`src/rtl/lmdpl_nor_seq_ctrl_if.sv`:
```
// Operand and result valid/ready channels of the masked NOR sequencer.
// master drives operands and accepts results; slave is the controller.
interface lmdpl_nor_seq_ctrl_if;
  logic op_valid;
  logic op_ready;
  logic op_a;
  logic op_b;
  logic res_valid;
  logic res_ready;
  logic res;

  modport master (
    output op_valid, op_a, op_b, res_ready,
    input  op_ready, res_valid, res
  );

  modport slave (
    input  op_valid, op_a, op_b, res_ready,
    output op_ready, res_valid, res
  );
endinterface

```
`src/rtl/lmdpl_nor_seq_ctrl.sv`:
```
// Sequencer for a masked dual-rail NOR gate: latches operands, draws masks
// from an LFSR, runs precharge/evaluate and returns the sampled result.
module lmdpl_nor_seq_ctrl #(
  parameter int unsigned PRE_CYCLES  = 2,
  parameter int unsigned EVAL_CYCLES = 2,
  parameter logic [15:0] LFSR_SEED   = 16'hACE1
) (
  input  logic                       clk,
  input  logic                       rst,
  lmdpl_nor_seq_ctrl_if.slave        bus,
  output logic                       in0,
  output logic                       in1,
  output logic                       m_in0,
  output logic                       m_in1,
  output logic                       m_out,
  output logic                       precharge,
  input  logic                       gate_out,
  output logic                       busy
);

  localparam logic [15:0] SEED =
    (LFSR_SEED == 16'h0) ? 16'hACE1 : LFSR_SEED;
  localparam logic [7:0] PRE_LD  = 8'(PRE_CYCLES - 1);
  localparam logic [7:0] EVAL_LD = 8'(EVAL_CYCLES - 1);

  typedef enum logic [2:0] {
    S_IDLE,
    S_LOAD,
    S_PRE,
    S_EVAL,
    S_DONE
  } state_t;

  state_t      r_state, w_state;
  logic [7:0]  r_cnt, w_cnt;
  logic [15:0] r_lfsr, w_lfsr;
  logic        r_in0, w_in0;
  logic        r_in1, w_in1;
  logic        r_m_in0, w_m_in0;
  logic        r_m_in1, w_m_in1;
  logic        r_m_out, w_m_out;
  logic        r_pre, w_pre;
  logic        r_rdy, w_rdy;
  logic        r_vld, w_vld;
  logic        r_res, w_res;
  logic        r_busy, w_busy;
  logic        w_fb;

  assign w_fb = r_lfsr[15] ^ r_lfsr[13] ^ r_lfsr[12] ^ r_lfsr[10];

  always_ff @(posedge clk or posedge rst) begin
    if (rst) begin
      r_state <= S_IDLE;
      r_cnt   <= 8'd0;
      r_lfsr  <= SEED;
      r_in0   <= 1'b0;
      r_in1   <= 1'b0;
      r_m_in0 <= 1'b0;
      r_m_in1 <= 1'b0;
      r_m_out <= 1'b0;
      r_pre   <= 1'b1;
      r_rdy   <= 1'b1;
      r_vld   <= 1'b0;
      r_res   <= 1'b0;
      r_busy  <= 1'b0;
    end else begin
      r_state <= w_state;
      r_cnt   <= w_cnt;
      r_lfsr  <= w_lfsr;
      r_in0   <= w_in0;
      r_in1   <= w_in1;
      r_m_in0 <= w_m_in0;
      r_m_in1 <= w_m_in1;
      r_m_out <= w_m_out;
      r_pre   <= w_pre;
      r_rdy   <= w_rdy;
      r_vld   <= w_vld;
      r_res   <= w_res;
      r_busy  <= w_busy;
    end
  end

  // Next values of every output register, so all outputs stay glitch-free.
  always_comb begin
    w_state = r_state;
    w_cnt   = r_cnt;
    w_lfsr  = r_lfsr;
    w_in0   = r_in0;
    w_in1   = r_in1;
    w_m_in0 = r_m_in0;
    w_m_in1 = r_m_in1;
    w_m_out = r_m_out;
    w_pre   = r_pre;
    w_rdy   = r_rdy;
    w_vld   = r_vld;
    w_res   = r_res;
    w_busy  = r_busy;
    unique case (r_state)
      S_IDLE: begin
        if (bus.op_valid && r_rdy) begin
          w_in0   = bus.op_a;
          w_in1   = bus.op_b;
          w_rdy   = 1'b0;
          w_busy  = 1'b1;
          w_state = S_LOAD;
        end
      end
      S_LOAD: begin
        w_m_in0 = r_lfsr[0];
        w_m_in1 = r_lfsr[5];
        w_m_out = r_lfsr[11];
        w_lfsr  = {r_lfsr[14:0], w_fb};
        w_cnt   = PRE_LD;
        w_state = S_PRE;
      end
      S_PRE: begin
        if (r_cnt != 8'd0) begin
          w_cnt = r_cnt - 8'd1;
        end else begin
          w_cnt   = EVAL_LD;
          w_pre   = 1'b0;
          w_state = S_EVAL;
        end
      end
      S_EVAL: begin
        if (r_cnt != 8'd0) begin
          w_cnt = r_cnt - 8'd1;
        end else begin
          w_res   = gate_out;
          w_vld   = 1'b1;
          w_pre   = 1'b1;
          w_state = S_DONE;
        end
      end
      S_DONE: begin
        if (bus.res_ready) begin
          w_vld   = 1'b0;
          w_rdy   = 1'b1;
          w_busy  = 1'b0;
          w_state = S_IDLE;
        end
      end
      default: begin
        w_state = S_IDLE;
        w_pre   = 1'b1;
        w_rdy   = 1'b1;
        w_vld   = 1'b0;
        w_busy  = 1'b0;
      end
    endcase
  end

  assign in0           = r_in0;
  assign in1           = r_in1;
  assign m_in0         = r_m_in0;
  assign m_in1         = r_m_in1;
  assign m_out         = r_m_out;
  assign precharge     = r_pre;
  assign busy          = r_busy;
  assign bus.op_ready  = r_rdy;
  assign bus.res_valid = r_vld;
  assign bus.res       = r_res;

endmodule

```
`src/flat_wrapper.sv`:
```
// flat-port wrapper written by rule: the top's interface ports become plain ports
module lmdpl_nor_seq_ctrl_flat 
#(
  parameter int unsigned PRE_CYCLES  = 2,
  parameter int unsigned EVAL_CYCLES = 2,
  parameter logic [15:0] LFSR_SEED   = 16'hACE1
)
  (clk, rst, in0, in1, m_in0, m_in1, m_out, precharge, gate_out, busy, bus_op_valid, bus_op_a, bus_op_b, bus_res_ready, bus_op_ready, bus_res_valid, bus_res);
  lmdpl_nor_seq_ctrl_if bus_i ();
  input  logic clk;
  input  logic rst;
  output logic in0;
  output logic in1;
  output logic m_in0;
  output logic m_in1;
  output logic m_out;
  output logic precharge;
  input  logic gate_out;
  output logic busy;
  input wire logic [$bits(bus_i.op_valid)-1:0] bus_op_valid;
  input wire logic [$bits(bus_i.op_a)-1:0] bus_op_a;
  input wire logic [$bits(bus_i.op_b)-1:0] bus_op_b;
  input wire logic [$bits(bus_i.res_ready)-1:0] bus_res_ready;
  output wire logic [$bits(bus_i.op_ready)-1:0] bus_op_ready;
  output wire logic [$bits(bus_i.res_valid)-1:0] bus_res_valid;
  output wire logic [$bits(bus_i.res)-1:0] bus_res;
  assign bus_i.op_valid = bus_op_valid;
  assign bus_i.op_a = bus_op_a;
  assign bus_i.op_b = bus_op_b;
  assign bus_i.res_ready = bus_res_ready;
  assign bus_op_ready = bus_i.op_ready;
  assign bus_res_valid = bus_i.res_valid;
  assign bus_res = bus_i.res;
  lmdpl_nor_seq_ctrl #(.PRE_CYCLES(PRE_CYCLES), .EVAL_CYCLES(EVAL_CYCLES), .LFSR_SEED(LFSR_SEED)) u_core (.clk(clk), .rst(rst), .bus(bus_i), .in0(in0), .in1(in1), .m_in0(m_in0), .m_in1(m_in1), .m_out(m_out), .precharge(precharge), .gate_out(gate_out), .busy(busy));
endmodule
```
`config.mk`:
```
export PLATFORM = sky130hd
export DESIGN_NAME = lmdpl_nor_seq_ctrl_flat
export DESIGN_NICKNAME = d
export VERILOG_FILES = /design/src/rtl/lmdpl_nor_seq_ctrl_if.sv /design/src/rtl/lmdpl_nor_seq_ctrl.sv /design/src/flat_wrapper.sv
export SDC_FILE = /design/constraint.sdc
export NUM_CORES = 1
export LEC_CHECK = 0
export ABC_AREA = 1
export CELL_PAD_IN_SITES_DETAIL_PLACEMENT = 0
export CELL_PAD_IN_SITES_GLOBAL_PLACEMENT = 2
export CORE_MARGIN = 2
export CORE_UTILIZATION = 36
export DETAILED_ROUTE_END_ITERATION = 10
export GPL_ROUTABILITY_DRIVEN = 0
export PLACE_DENSITY = 0.9
export SYNTH_ARGS = -nofsm -noshare
export SYNTH_HDL_FRONTEND = slang
export SYNTH_SLANG_ARGS = --single-unit
```
`constraint.sdc`:
```
create_clock -name clk -period 3.77 [get_ports clk]
set_clock_uncertainty 0.2 [all_clocks]
set_input_delay 0.5655 -clock clk [delete_from_list [all_inputs] [get_ports clk]]
set_output_delay 0.5655 -clock clk [all_outputs]
set_load 0.1 [all_outputs]
```
==> qor.yml <==
outcome: "finished, final reports clean"
syn_to_final_growth_pct: 17.4
min_period_ns: 2.73
route.detailed.drc: 0
grt_usage_pct: 14.6
drv_slew: 0
yosysSeqAreaShare_pct: 51.0
holdBufCountCts: 0
crit_arrival_ns: 1.97
slowest_delay_ns: 1.13
routedWlPerCell_um: 11.9
p_per_area_mw_per_mm2: 771
core_area_sq_mm: 0.00469
cp_slowest_cell: "clkdlybuf4s50_1"
ys.warnings.count: 0
synthCells: 211
hold_path.class: "flip-flop to flip-flop"
synth-main-ff-cell: "dfrtp_1"
grt.overflow.total: 0
yosysTopAreaCell: "dfrtp_1"
netlist.area_leader.share_pct: 35.9
async_flop_share_pct: 100
final_common_cell: "nand2_1"
tns_ns: 0
firstDrtPassIters: 4
cts_tree: "done"
ctsResizeCount: 0
grt_max_degree: 22
synthDistinctLibCells: 25
postRouteAntennaNets: 0
numCtsBuffers: 5
critical_path_class: "flip-flop to output port"
ys_ff_latch: 35
n_antenna_cell: 0
drive_above_1_share_pct: 15.5
cp_num_cells: 1
clock-sinks: 35
ir_drop_mv: 0.453
fill_cells: 465
worstPathCellList: "clkdlybuf4s50_1"
num_vias: 1354
start_util_pct: 37.1
dpl.hpwl_um: 2440
nets: 241
worstHoldPathCells: 2
max_cap_viol_count: 0
viasPerCell: 4.73
htreeDepth: 2
layout_common_cells: "nand2_1 (81), dfrtp_1 (25), inv_1 (18)"
antenna_found_initial: 0
required_ns: 3.00
die_w_um: 73.6
worst_pin_slew_ns: 0.965
setup_violations: 0
multi_input_area_sq_um: 744
cts_buffer_depth: 2
clkTransAtPathRegs_ns: 0.07
dr.first_iter.drc_count: 34
seq_area_sq_um: 888
die_y_um: 73.6
die-area_sq_mm: 0.00541
synth.top_cells.by_area: "dfrtp_1 (36%), nand2_1 (17%), dfstp_2 (15%)"
finalWirelength_um: 3400
start_kind: "flip-flop"
hold_viol: 0
power.leakage_nw: 1.02
avgSynthCellArea_sq_um: 8.25
io_buffers: 16
fin_hold_ws_ns: 0.266
synth_nets: 220
io_pins: 17
clk_latency_ns: 0.29
crit_family: "buffers and inverters"
crit_path_end_kind: "output port"
synth_edf_count: 0
row_count: 25
grt_pass1_wl_um: 5940
cts_setup_buffers: 0
relSlewSlack_pct: 35.5
cp_max_fo: 3
cts-root-buf: "clkbuf_8"
rsz0062_at_grt: "no"
grt_pass1_vias: 1333
syn_area_sq_mm: 0.00174
max_freq_mhz: 366
crit_buf_inv: 1
rr_worst_depth: 9
finalCritPeriodShare_pct: 72.5
==> metal layers <==
metal  vias up  routed length, um  global-route usage, %
met5         -                  0                      0
met3         8                158                   4.12
met1       607               1630                   18.3
met4         0                 85                   7.27
li1        708                  -                      -
met2        31               1520                   22.8
==> state kept, by name, indices dropped and copies added, names as in the netlist <==
| signal | count |
|---|---|
| u_core.r_state | 3 |
| u_core.precharge | 1 |
| u_core.bus.res_valid | 1 |
| u_core.r_cnt | 8 |
| u_core.m_in1 | 1 |
| u_core.bus.op_ready | 1 |
| u_core.in0 | 1 |
| u_core.bus.res | 1 |
| u_core.busy | 1 |
| u_core.in1 | 1 |
| u_core.r_lfsr | 16 |
==> logic make-up after synthesis <==
kind of cell | Yosys count | synth area share (%)
and+or+nand+nor | 126 | 33.5
DFF | 35 | 51.0
buffers and inverters | 26 | 6.25
AOI/OAI and AO/OA | 19 | 6.32
xor gates and xnor gates | 3 | 1.51
adders and majority gates | 2 | 1.44
==> final cells by class <==
type | instances | area share (%)
clock inverters | 1 | 0.245
repair buffers | 17 | 8.20
inverters | 23 | 4.35
flip-flops and latches | 35 | 43.5
well taps | 54 | 3.30
multi-input cells | 150 | 36.4
clock buffers | 6 | 4.04
==> metrics by stage <==
step / total power [mW] / instance area [sq um] / worst slack, ns / utilization [%] / instances
2_1_floorplan: 1.15 / 1740 / 1.99 / - / 211
3_3_place_gp: 1.31 / 1960 / 1.36 / 41.7 / 279
3_5_place_dp: 1.31 / 1960 / 1.37 / 41.7 / 279
4_1_cts: 1.59 / 2040 / 1.03 / 43.6 / 286
5_1_grt: 1.69 / 2040 / 1.01 / 43.6 / 286
6_report: 1.58 / 2040 / 1.04 / 43.6 / 286
==> power breakdown <==
part | total, mW | internal, mW | switching, mW | leakage (nW)
clock | 0.276 | 0.143 | 0.133 | 0.0470
combinational | 0.769 | 0.214 | 0.554 | 0.548
sequential | 0.530 | 0.466 | 0.0645 | 0.428
total | 1.58 | 0.824 | 0.752 | 1.02
==> cells in the mapped netlist (all sizes together), types with 2 or more instances <==
| cell type | count |
|---|---|
| nand4 | 4 |
| buf | 3 |
| o21ai | 11 |
| nor2 | 22 |
| dfrtp | 25 |
| inv | 23 |
| a21oi | 3 |
| xor2 | 3 |
| dfstp | 10 |
| nand3 | 14 |
| o2111ai | 3 |
| ha | 2 |
| nand2 | 85 |
==> worst paths after layout <==
kind | start | to | slack (ns)
min in group asynchronous | rst | u_core.r_cnt[6] | 0.52
worst min register to register | u_core.r_lfsr[7] | u_core.r_lfsr[7] | 0.27
worst min-delay path | u_core.r_lfsr[7] | u_core.r_lfsr[7] | 0.27
worst max-delay path | u_core.bus.op_ready | bus_op_ready | 1.04
max in group asynchronous | rst | u_core.bus.op_ready | 2.08
worst max register to register | u_core.r_cnt[0] | u_core.bus.res_valid | 1.90
Power figures use the tool's default switching activity.
